==> config.mk <==
export PLATFORM = sky130hd
export DESIGN_NAME = fifo_rd_packer
export DESIGN_NICKNAME = d
export VERILOG_FILES = /design/src/rtl/fifo_pkg.sv /design/src/rtl/fifo_rd_packer.sv
export SDC_FILE = /design/constraint.sdc
export NUM_CORES = 1
export LEC_CHECK = 0
export CAP_MARGIN = 20
export CORE_UTILIZATION = 51
export DETAILED_ROUTE_END_ITERATION = 7
export GPL_TIMING_DRIVEN = 0
export PLACE_DENSITY_LB_ADDON = 0.3
export SETUP_SLACK_MARGIN = 0.4
export SLEW_MARGIN = 10
export SYNTH_ARGS = -nofsm -noshare
export SYNTH_HDL_FRONTEND = slang
export SYNTH_SLANG_ARGS = --single-unit
==> constraint.sdc <==
create_clock -name rclk -period 2.7 [get_ports rclk]
set_clock_uncertainty 0.1 [all_clocks]
set_input_delay 0.405 -clock rclk [delete_from_list [all_inputs] [get_ports rclk]]
set_output_delay 0.405 -clock rclk [all_outputs]
set_load 0.03 [all_outputs]
==> src/rtl/fifo_pkg.sv <==
// Shared defaults and helpers for the read-side FIFO packer.
package fifo_pkg;

    localparam int unsigned DATASIZEL_DEFAULT = 8;
    localparam int unsigned PACK_DEFAULT      = 4;

    // Returns a mask with the low cnt bits set; callers cast it to their lane count.
    function automatic logic [31:0] keep_mask(input int unsigned cnt);
        logic [31:0] m;
        m = '0;
        for (int unsigned i = 0; i < 32; i++) begin
            if (i < cnt) m[i] = 1'b1;
        end
        return m;
    endfunction

endpackage

==> src/rtl/fifo_rd_packer.sv <==
// Pops bytes from a show-ahead FIFO read port and packs PACK of them into
// one little-endian word on a valid/ready stream; flush emits a partial word.
module fifo_rd_packer
    import fifo_pkg::*;
#(
    parameter int unsigned DATASIZEL = DATASIZEL_DEFAULT,
    parameter int unsigned PACK      = PACK_DEFAULT
) (
    input  logic                      rclk,
    input  logic                      rrst,
    input  logic                      rempty,
    input  logic [DATASIZEL-1:0]      rdata,
    output logic                      rinc,
    input  logic                      flush,
    output logic                      m_valid,
    input  logic                      m_ready,
    output logic [DATASIZEL*PACK-1:0] m_data,
    output logic [PACK-1:0]           m_keep,
    output logic                      m_last
);

    localparam int unsigned OUTW = DATASIZEL * PACK;
    localparam int unsigned NW   = $clog2(PACK + 1);
    localparam logic [NW-1:0] N_FULL = NW'(PACK);
    localparam logic [NW-1:0] N_LAST = NW'(PACK - 1);

    logic [NW-1:0]   n, n_nx;
    logic [OUTW-1:0] acc, acc_nx;
    logic            flush_pend, fp_nx;
    logic            pop, ofree;
    logic            load, ld_last;
    logic [PACK-1:0] ld_keep;
    logic [OUTW-1:0] ld_data;

    assign rinc  = !rrst && !flush_pend && (n < N_FULL);
    assign pop   = rinc && !rempty;
    assign ofree = !m_valid || m_ready;

    // Accumulator update, mode decisions (FILL/HOLD/FLUSH) and output-load selection.
    always_comb begin
        acc_nx  = acc;
        n_nx    = n;
        fp_nx   = flush_pend;
        load    = 1'b0;
        ld_last = 1'b0;
        ld_keep = '1;
        ld_data = '0;

        for (int unsigned i = 0; i < PACK; i++) begin
            if (pop && n == NW'(i)) acc_nx[i*DATASIZEL +: DATASIZEL] = rdata;
        end

        if (flush_pend) begin
            if (n == '0) begin
                fp_nx = 1'b0;
            end else if (ofree) begin
                load    = 1'b1;
                ld_last = 1'b1;
                ld_keep = PACK'(keep_mask(32'(n)));
                n_nx    = '0;
                fp_nx   = 1'b0;
            end
        end else if (n == N_FULL) begin
            if (ofree) begin
                load    = 1'b1;
                ld_last = flush;
                n_nx    = '0;
            end else begin
                fp_nx = flush;
            end
        end else if (pop && n == N_LAST) begin
            // A flush arriving with the completing byte marks this word last
            // directly instead of leaving a pending flush on an empty accumulator.
            if (ofree) begin
                load    = 1'b1;
                ld_last = flush;
                n_nx    = '0;
            end else begin
                n_nx  = N_FULL;
                fp_nx = flush;
            end
        end else begin
            n_nx  = n + NW'(pop);
            fp_nx = flush;
        end

        for (int unsigned i = 0; i < PACK; i++) begin
            if (ld_keep[i]) ld_data[i*DATASIZEL +: DATASIZEL] = acc_nx[i*DATASIZEL +: DATASIZEL];
        end
    end

    // Accumulator, flush-pending flag and output register.
    always_ff @(posedge rclk) begin
        if (rrst) begin
            n          <= '0;
            acc        <= '0;
            flush_pend <= 1'b0;
            m_valid    <= 1'b0;
            m_data     <= '0;
            m_keep     <= '0;
            m_last     <= 1'b0;
        end else begin
            n          <= n_nx;
            acc        <= acc_nx;
            flush_pend <= fp_nx;
            if (load) begin
                m_valid <= 1'b1;
                m_data  <= ld_data;
                m_keep  <= ld_keep;
                m_last  <= ld_last;
            end else if (m_ready) begin
                m_valid <= 1'b0;
            end
        end
    end

endmodule

# Word-level counts from Yosys, hierarchy flattened
# Cells that the tools add are included.
# word_totals
register_bits	74
input_bits	13
out_inout_bits	39
wordCells	70
# op_classes
n_addsub	1
n_lt_le_gt_ge	5
n_eq_ne	5
mux	38
n_reduce_logical	14
# ops
cell	count
8-bit 2-to-1 mux	8
1-bit 2-to-1 mux	21
3-bit 2-to-1 mux	6
4-bit 2-to-1 mux	3
1-bit logical AND	7
3-bit by 2-bit == test with 1-bit output (second input constant)	2
1-bit by 3-bit < comparator with 1-bit output (first input constant)	2
2-bit by 3-bit < comparator with 1-bit output (first input constant)	2
1-bit zero test	4
3-bit by 1-bit adder with 3-bit output	1
3-bit by 1-bit == test with 1-bit output (second input constant)	1
3-bit == test (second input constant)	1
3-bit zero test	1
3-bit < comparator (second input constant)	1
2-bit != test (second input constant)	1
2-bit nonzero test	1
1-bit logical OR	1

# Depth between registers and ports, before layout
# Gate-level depths: netlist of run 1.
# logic_depth
depth_word	9
ltp_mapped	10
depth_no_buf	8

# Least setup slack after synthesis of run 1
# No wires, ideal clock.
# synth_timing
path_type	in2out
from	in rrst
to	out rinc
t_arrival_ns	1.664
slack_ns	0.531
path_stages	4
path_buffers	3
path_cell_list	clkbuf_1 clkbuf_1 buf_1 nor3_1
# synth_between
elab_chain_len	3
# synth_lines
item	line	text
start, declared	fifo_rd_packer.sv:10	input logic rrst,
1-bit zero test	fifo_rd_packer.sv:35	assign rinc = !rrst && !flush_pend && (n < N_FULL);
1-bit logical AND (2 in a row)	fifo_rd_packer.sv:35	
end, declared	fifo_rd_packer.sv:13	output logic rinc,
# Every way passes these cells.

# Worst setup path in the final report of run 1
# layout_timing
from	reg flush_pend
to	reg n[2]
# layout_between
elab_chain_len	8
elab_cells_between_ends	10
classes_between	add/sub: 1; eq/ne: 1; mux: 3; reduce/logical: 5
# layout_lines
item	line	text
start, declared	fifo_rd_packer.sv:29	logic flush_pend, fp_nx;
start signal, assigned	fifo_rd_packer.sv:105	flush_pend <= fp_nx;
1-bit zero test	fifo_rd_packer.sv:35	
1-bit logical AND (2 in a row)	fifo_rd_packer.sv:35	
1-bit logical AND	fifo_rd_packer.sv:36	assign pop = rinc && !rempty;
3-bit by 1-bit adder with 3-bit output / 1-bit logical AND (equally long branches)	fifo_rd_packer.sv:83, fifo_rd_packer.sv:71	
3-bit 2-to-1 mux	fifo_rd_packer.sv:71	end else if (pop && n == N_LAST) begin
3-bit 2-to-1 mux	fifo_rd_packer.sv:63	end else if (n == N_FULL) begin
3-bit 2-to-1 mux	fifo_rd_packer.sv:53	if (flush_pend) begin
end signal, assigned	fifo_rd_packer.sv:103	n <= n_nx;
end, declared	fifo_rd_packer.sv:27	logic [NW-1:0] n, n_nx;
# Parallel ways exist; a longest one is shown, timed or not.
# A chain may end at the register's enable or synchronous reset.

==> results of run 1 <==
[metal layers]
| metal | part of all wire (%) | routed length [microns] |
|---|---|---|
| met5 | 0 | 0 |
| met3 | 6.6 | 448 |
| met4 | 1.8 | 123 |
| met1 | 45 | 3090 |
| met2 | 46 | 3160 |
[through the flow]
stage / setup WS, ns / setup TNS, ns
CTS: 0.414 / 0
global placement: -0.737 / -0.767
floorplan: 0.531 / 0
detailed placement: -0.744 / -0.823
global route: 0.399 / 0
finish: 0.506 / 0
[kinds of logic (layout without fill, tap and decap cells)]
logic type | after synthesis | count (layout)
adder cells (fa/ha/maj) | 2 | 2
buffers and inverters | 34 | 105
AO/OA/AOI/OAI | 97 | 97
AND/OR/NAND/NOR | 64 | 64
multiplexers | 16 | 16
flip-flops | 74 | 74
[path summary, 6_finish.rpt]
path / endpoint / slack, ns / depth (start not counted)
min: m_data[8] / 0.36 / 2
max reg2reg: n[2] / 0.51 / 10
max: n[2] / 0.51 / 10
min reg2reg: m_data[8] / 0.36 / 2
[report_power, final]
part / leakage [nW] / total, mW / internal [mW] / switching, mW
Clock: 0.0810 / 0.725 / 0.345 / 0.379
Sequential: 0.598 / 1.12 / 1.11 / 0.00993
Combinational: 0.724 / 0.198 / 0.0792 / 0.119
[worst min-delay path, cell delays in order (launching register included)]
cell	delay (ns)
dfxtp_1	0.31
inv_1	0.05
o32ai_1	0.06
[state kept, by name, indices dropped and copies added, names as in the netlist]
signal	count
n	3
m_last	1
m_keep	4
m_data	32
m_valid	1
flush_pend	1
acc	32
[area by class of cell]
| cell class | instances | area (sq um) | area share, % |
|---|---|---|---|
| clock inverters | 3 | 17.5 | 0.476 |
| plain buffers | 23 | 155 | 4.22 |
| flip-flops and latches | 74 | 1490 | 40.4 |
| inverters | 11 | 46.3 | 1.26 |
| multi-input cells | 179 | 1190 | 32.4 |
| repair buffers | 57 | 552 | 15.0 |
| clock buffers | 11 | 141 | 3.84 |
| well taps | 70 | 87.6 | 2.38 |
[timing repair]
| item | CTS | global route |
|---|---|---|
| pin swaps | 0 | 2 |
| buffers inserted | 0 | 6 |
| endpoints found under the setup margin | 2 | 1 |
| gates resized for setup | 15 | 8 |
| gates cloned | 0 | 0 |
[cell usage in the layout, fill, tap and decap left out, types with 3 or more instances in the layout]
cell | netlist | final
buf_2 | 4 | 5
buf_8 | 1 | 3
a311oi_1 | 8 | 8
clkbuf_8 | 0 | 11
a21oi_1 | 32 | 32
o32ai_1 | 8 | 8
inv_1 | 10 | 10
buf_4 | 2 | 9
dfxtp_1 | 74 | 73
clkdlybuf4s50_1 | 0 | 48
nand3_1 | 22 | 22
clkbuf_1 | 10 | 9
mux2i_1 | 16 | 16
nor2_1 | 22 | 22
nand2_1 | 3 | 3
nand2b_1 | 4 | 4
a22o_1 | 17 | 17
o21ai_0 | 18 | 17
==> metrics.md, run 1 <==
| Metric | Value |
|---|---|
| Worst EP required | 2.81 ns |
| Core Rows | 26 |
| Die area | 0.00588 sq mm |
| Fraction of synthesized area in multiplexers | 5.63% |
| Peak Freq | 456 MHz |
| Syn Std Cell Area | 0.00284 sq mm |
| CTS buffer count | 9 |
| Sequential element share of the synthesized area | a little over half |
| Synth Register Bits | 74 |
| Post-synthesis compound-gate area fraction | 23.7% |
| Min-Delay Path Class | flip-flop to flip-flop |
| Max VDD drop | 0.361 mV |
| CTS Sinks | 74 |
| RSZ-0062 raised after global routing | no |
| Top Usage Layer GRT | met2 |
| Final GP Congestion | between 0.8 and 0.9 |
| CTS tree | done |
| Die X | 76.7 microns |
| Top post-synthesis cells by count | 74 x dfxtp_1, 32 x a21oi_1, 22 x nand3_1, 22 x nor2_1, 18 x o21ai_0 |
| Die Span Y | ~77 microns |
| Hold Buf Count CTS | 0 |
| Max H-tree Level | 3 |
| Finished Layout Cells | about 430 |
| First-pass GRT wire length | 11600 microns |
| Vias | 2418 |
| Max-slew violations | 0 |
| Worst-Skew Late Latency | 0.35 ns |
| Core footprint | 0.00524 sq mm |
| Syn_nets | ~300 |
| Clock period minus worst slack | 2.19 ns |
| Simple-gate portion of the synthesized area | 11.4% |
| CP Capture Type | flip-flop |
| Ys async rst share | 0% |
| Top-count cell post-synth | dfxtp_1 |
| Mapped Cells | 287 |
| CP max FO | 5 |
| Area Overhead vs Synth | 29.4% |
| Pin count of the biggest net entering global routing | 12 |
| CP arrival | 2.30 ns |
| Worst-path clk slew | roughly 0.070 ns |
| Avg Cell Area, Syn | about 9.9 sq um |
| Warnings from Yosys | 0 |
| Hold path start | m_data[8] |
| Element type at the critical path start | flip-flop |
| Synth Area in Adders | 0.880% |
| Setup crit start | flush_pend |
| HPWL after DPL | 4660 microns |
| Pleak | ~1.4 nW |
| Global-route track usage on met3 | 4.88% |
| Yosys top cell area share | a little over half |
| Worst r2r src | flush_pend |
| Initial DRT Pass Iterations | 4 |
| Routed WL | 6830 microns |
| Headroom to the max-slew limit | 50.7% |
| Vias per std cell | between 5 and 6 |
| Measured slew at the worst slew-check pin | 0.732 ns |
| Main flop type after synthesis | dfxtp_1 |
| Initial Utilization | 54.3% |
| Boundary Pins | 52 |
| Average wire per standard cell | 16.0 microns |
| Fraction of layout instances using a drive strength above 1 | 12.6% |
| Power Total | just over 2 mW |
| CTS Root Cell | clkbuf_8 |
| Largest family of logic cells by synthesized area | compound AO/OA/AOI/OAI gates |
| Slowest cell delay on critical path | 0.53 ns |
| Final Cycle Share | roughly four fifths |
| Number of synthesized flops with an enable pin | 0 |
| Vias in the first global route | 2440 |
| Synth Area in XOR/XNOR | 0% |
| Grt ovf | 0 |
| Antenna violations before repair | 0 |
| Met1 Use GR | 33.2% |
| Number of diodes | 0 |
| Critical path's slowest cell | or4_4 |
| IO Port Bufs | 51 |
| Area leader, netlist | dfxtp_1 |
| Finish-stage setup viols | 0 |
| Yosys cell types | 45 |
| Top cells by area, synth | dfxtp_1 52%, a21oi_1 5.6%, mux2i_1 5.6% |
| Family with the most delay on the worst path | simple AND/OR/NAND/NOR gates |
| Power Dens Cells | 555 mW/mm^2 |
| Clk buf depth | 2 |
| Hold WS | 0.363 ns |
| Max-cap violations | 0 |
| NumNets Final | 370 |
| 1st-iter DRT viols | 225 |
| Grt met2 use | 38.6% |
| Tot GR Track Use | between 20% and 30% |
| Drt drc | 0 |
| Crit path buffers/inverters | 3 |
| ANT nets after route | 0 |
| Final core occ | 70.2% |
| Status | finished, final reports clean |
| Critical setup path kind | flip-flop to flip-flop |
| Final Instance Area | 0.00368 sq mm |
| Fin. Hold Viols | 0 |
| Critical path, cell by cell | or4_4, buf_8, clkinv_4, buf_8, ha_2, ha_2, nand2b_1, o21ai_1, o2111ai_1, o31ai_1 |
| Placed insts | approximately 400 |
| Placed inst area | ~0.0034 sq mm |
| FILL cells | 427 |
(Power assumes the default switching activity.)
==> inputs of run 2 (changes only) <==
==> constraint.sdc (replaced) <==
create_clock -name rclk -period 2.2 [get_ports rclk]
set_clock_uncertainty 0.1 [all_clocks]
set_input_delay 0.33 -clock rclk [delete_from_list [all_inputs] [get_ports rclk]]
set_output_delay 0.33 -clock rclk [all_outputs]
set_load 0.03 [all_outputs]
==> run 2 against run 1 <==
- die area unchanged
- design area rose by 22%
- sequential share of layout area shrank 7.2 points
- non-clock buffer count up 10
- clock power up 83%
- critical endpoint is now rinc
- core utilization rose by 16 points
- critical path depth down 4
- register-to-register slack worse by 0.45 ns
- sequential power grew 23%
- setup slack worse by 0.47 ns
- flip-flop and latch count stayed put
- largest cell class is now multi-input gates
==> metrics.md, run 2 (same netlist as run 1, synthesis figures left out) <==
| Metric | Value |
|---|---|
| Status | finished, final reports clean |
| Max-slew violations | 0 |
| Max H-tree Level | 3 |
| Max VDD drop | 0.596 mV |
| Die area | 0.00588 sq mm |
| Tot GR Track Use | between 30 and 40% |
| IO Port Bufs | 51 |
| Final GP Congestion | 0.838 |
| RSZ-0062 raised after global routing | yes |
| Area Overhead vs Synth | 58.2% |
| HPWL after DPL | 4700 microns |
| First-pass GRT wire length | between 10000 and 15000 microns |
| Worst-path clk slew | about 0.070 ns |
| Element type at the critical path start | input pin |
| FF-to-FF setup slack | 0.06 ns |
| Max-cap violations | 0 |
| Grt ovf | 0 |
| Boundary Pins | 52 |
| Worst Hold Depth | 2 |
| CTS buffer count | 9 |
| Hold Buf Count CTS | 0 |
| CTS tree | done |
| Finish-stage setup viols | 0 |
| Power Total | 3.09 mW |
| Sum Neg Setup Slack | 0 ns |
| Die X | 76.7 microns |
| CTS Sinks | between 70 and 80 |
| CP arrival | 1.73 ns |
| Placed inst area | 0.00349 sq mm |
| Critical setup path kind | input pin to output port |
| Worst-Skew Late Latency | around 0.35 ns |
| CTS Root Cell | clkbuf_8 |
| Clk buf depth | 2 |
| Vias | 2864 |
| Initial DRT Pass Iterations | 5 |
| Worst setup margin | approximately 0.036 ns |
| Reg-to-reg endpoint | m_data[5] |
| Final Cycle Share | 98.4% |
| Number of diodes | 0 |
| 1st-iter DRT viols | 361 |
| Fin. Hold Viols | 0 |
| Final Instance Area | about 0.0045 sq mm |
| Initial Utilization | 54.3% |
| Hold WS | 0.362 ns |
| Core Rows | 26 |
| Worst EP required | 1.77 ns |
| Commonest non-fill, non-tap cell in the layout | dfxtp_1 |
| Fraction of layout instances using a drive strength above 1 | approximately a third |
| Place WS | -1.12 ns |
| Hold path start | m_data[12] |
| Routed WL | 10300 microns |
| Vias in the first global route | 2680 |
| Die Span Y | 76.7 microns |
| CP Capture Type | output port |
| Worst r2r src | flush_pend |
| Reg2Reg Depth | 8 |
| Pin count of the biggest net entering global routing | 13 |
| ANT nets after route | 0 |
| Core footprint | 0.00524 sq mm |
| FILL cells | 249 |
| Min-Delay Path Class | flip-flop to flip-flop |
| Pleak | 2.12 nW |
| NumNets Final | ~380 |
| Peak Freq | around 460 MHz |
| Headroom to the max-slew limit | 45.2% |
| Power Dens Cells | roughly 690 mW/mm^2 |
| CP max FO | 10 |
| Clock period minus worst slack | 2.16 ns |
| Vias per std cell | 6.49 |
| Measured slew at the worst slew-check pin | 0.822 ns |
| Antenna violations before repair | 0 |
| WHS Endpoint | m_data[12] |
| Drt drc | 0 |
| Largest registers | acc: 32 flops, m_data: 32 flops, m_keep: 4 flops |
| Most frequent cells in the layout | 71 x dfxtp_1, 30 x dlymetal6s2s_1, 17 x a22o_1, 17 x nor2_1, 15 x a21oi_1 |
| Average wire per standard cell | roughly 23 microns |
-- run 2: worst max path at each step --
stage	slack, ns	cells after the start	end	from
3_3_place_gp	-1.14	6	rinc	rrst
6_report	0.04	6	rinc	rrst
4_1_cts	0.16	10	n[2]	flush_pend
5_1_grt	0.01	8	m_data[5]	flush_pend
2_1_floorplan	0.16	10	n[2]	rempty
3_5_place_dp	-1.12	6	rinc	rrst
-- run 2: timing repair --
item | in CTS | in global routing
cloned | 1 | 2
endpoints found under the setup margin | 82 | 102
resized for setup | 98 | 86
pin swaps | 31 | 26
setup buffers | 12 | 2
-- run 2: worst max-delay path, cell delays in order --
cell,delay (ns)
clkdlybuf4s15_1,0.30
clkbuf_8,0.26
clkbuf_4,0.23
buf_4,0.21
nor3_1,0.20
buf_4,0.21
-- run 2: cell type report --
type                       count  area, sq um  area share [%]
multi-input combinational    180         1670            37.2
sequential                    74         1490            33.1
timing repair buffer          67          753            16.7
buffer                        23          195            4.34
clock buffer                  11          151            3.37
clock inverter                 5          100            2.23
tap                           70         87.6            1.95
inverter                      11         46.3            1.03
-- run 2: power breakdown --
part	internal, mW	switching [mW]
clock	0.812	0.517
combinational	0.160	0.222
sequential	1.36	0.0170
total	2.33	0.757
-- run 2: stage by stage --
stage | cells | utilization [%]
final | 441 | 85.9
after detailed placement | 408 | 66.6
after global placement | 408 | 66.6
after global routing | 441 | 85.9
after floorplan | 287 | -
after CTS | 437 | 78.8
-- run 2: per-layer routing --
layer | routed length, microns | global-route usage [%] | vias to the layer above | part of all wire [%]
li1 | - | - | 1214 | -
met4 | 499 | 17.1 | 0 | 4.9
met1 | 4020 | 38.4 | 1406 | 39
met2 | 4920 | 50.4 | 193 | 48
met3 | 842 | 7.14 | 51 | 8.2
met5 | 0 | 0 | - | 0
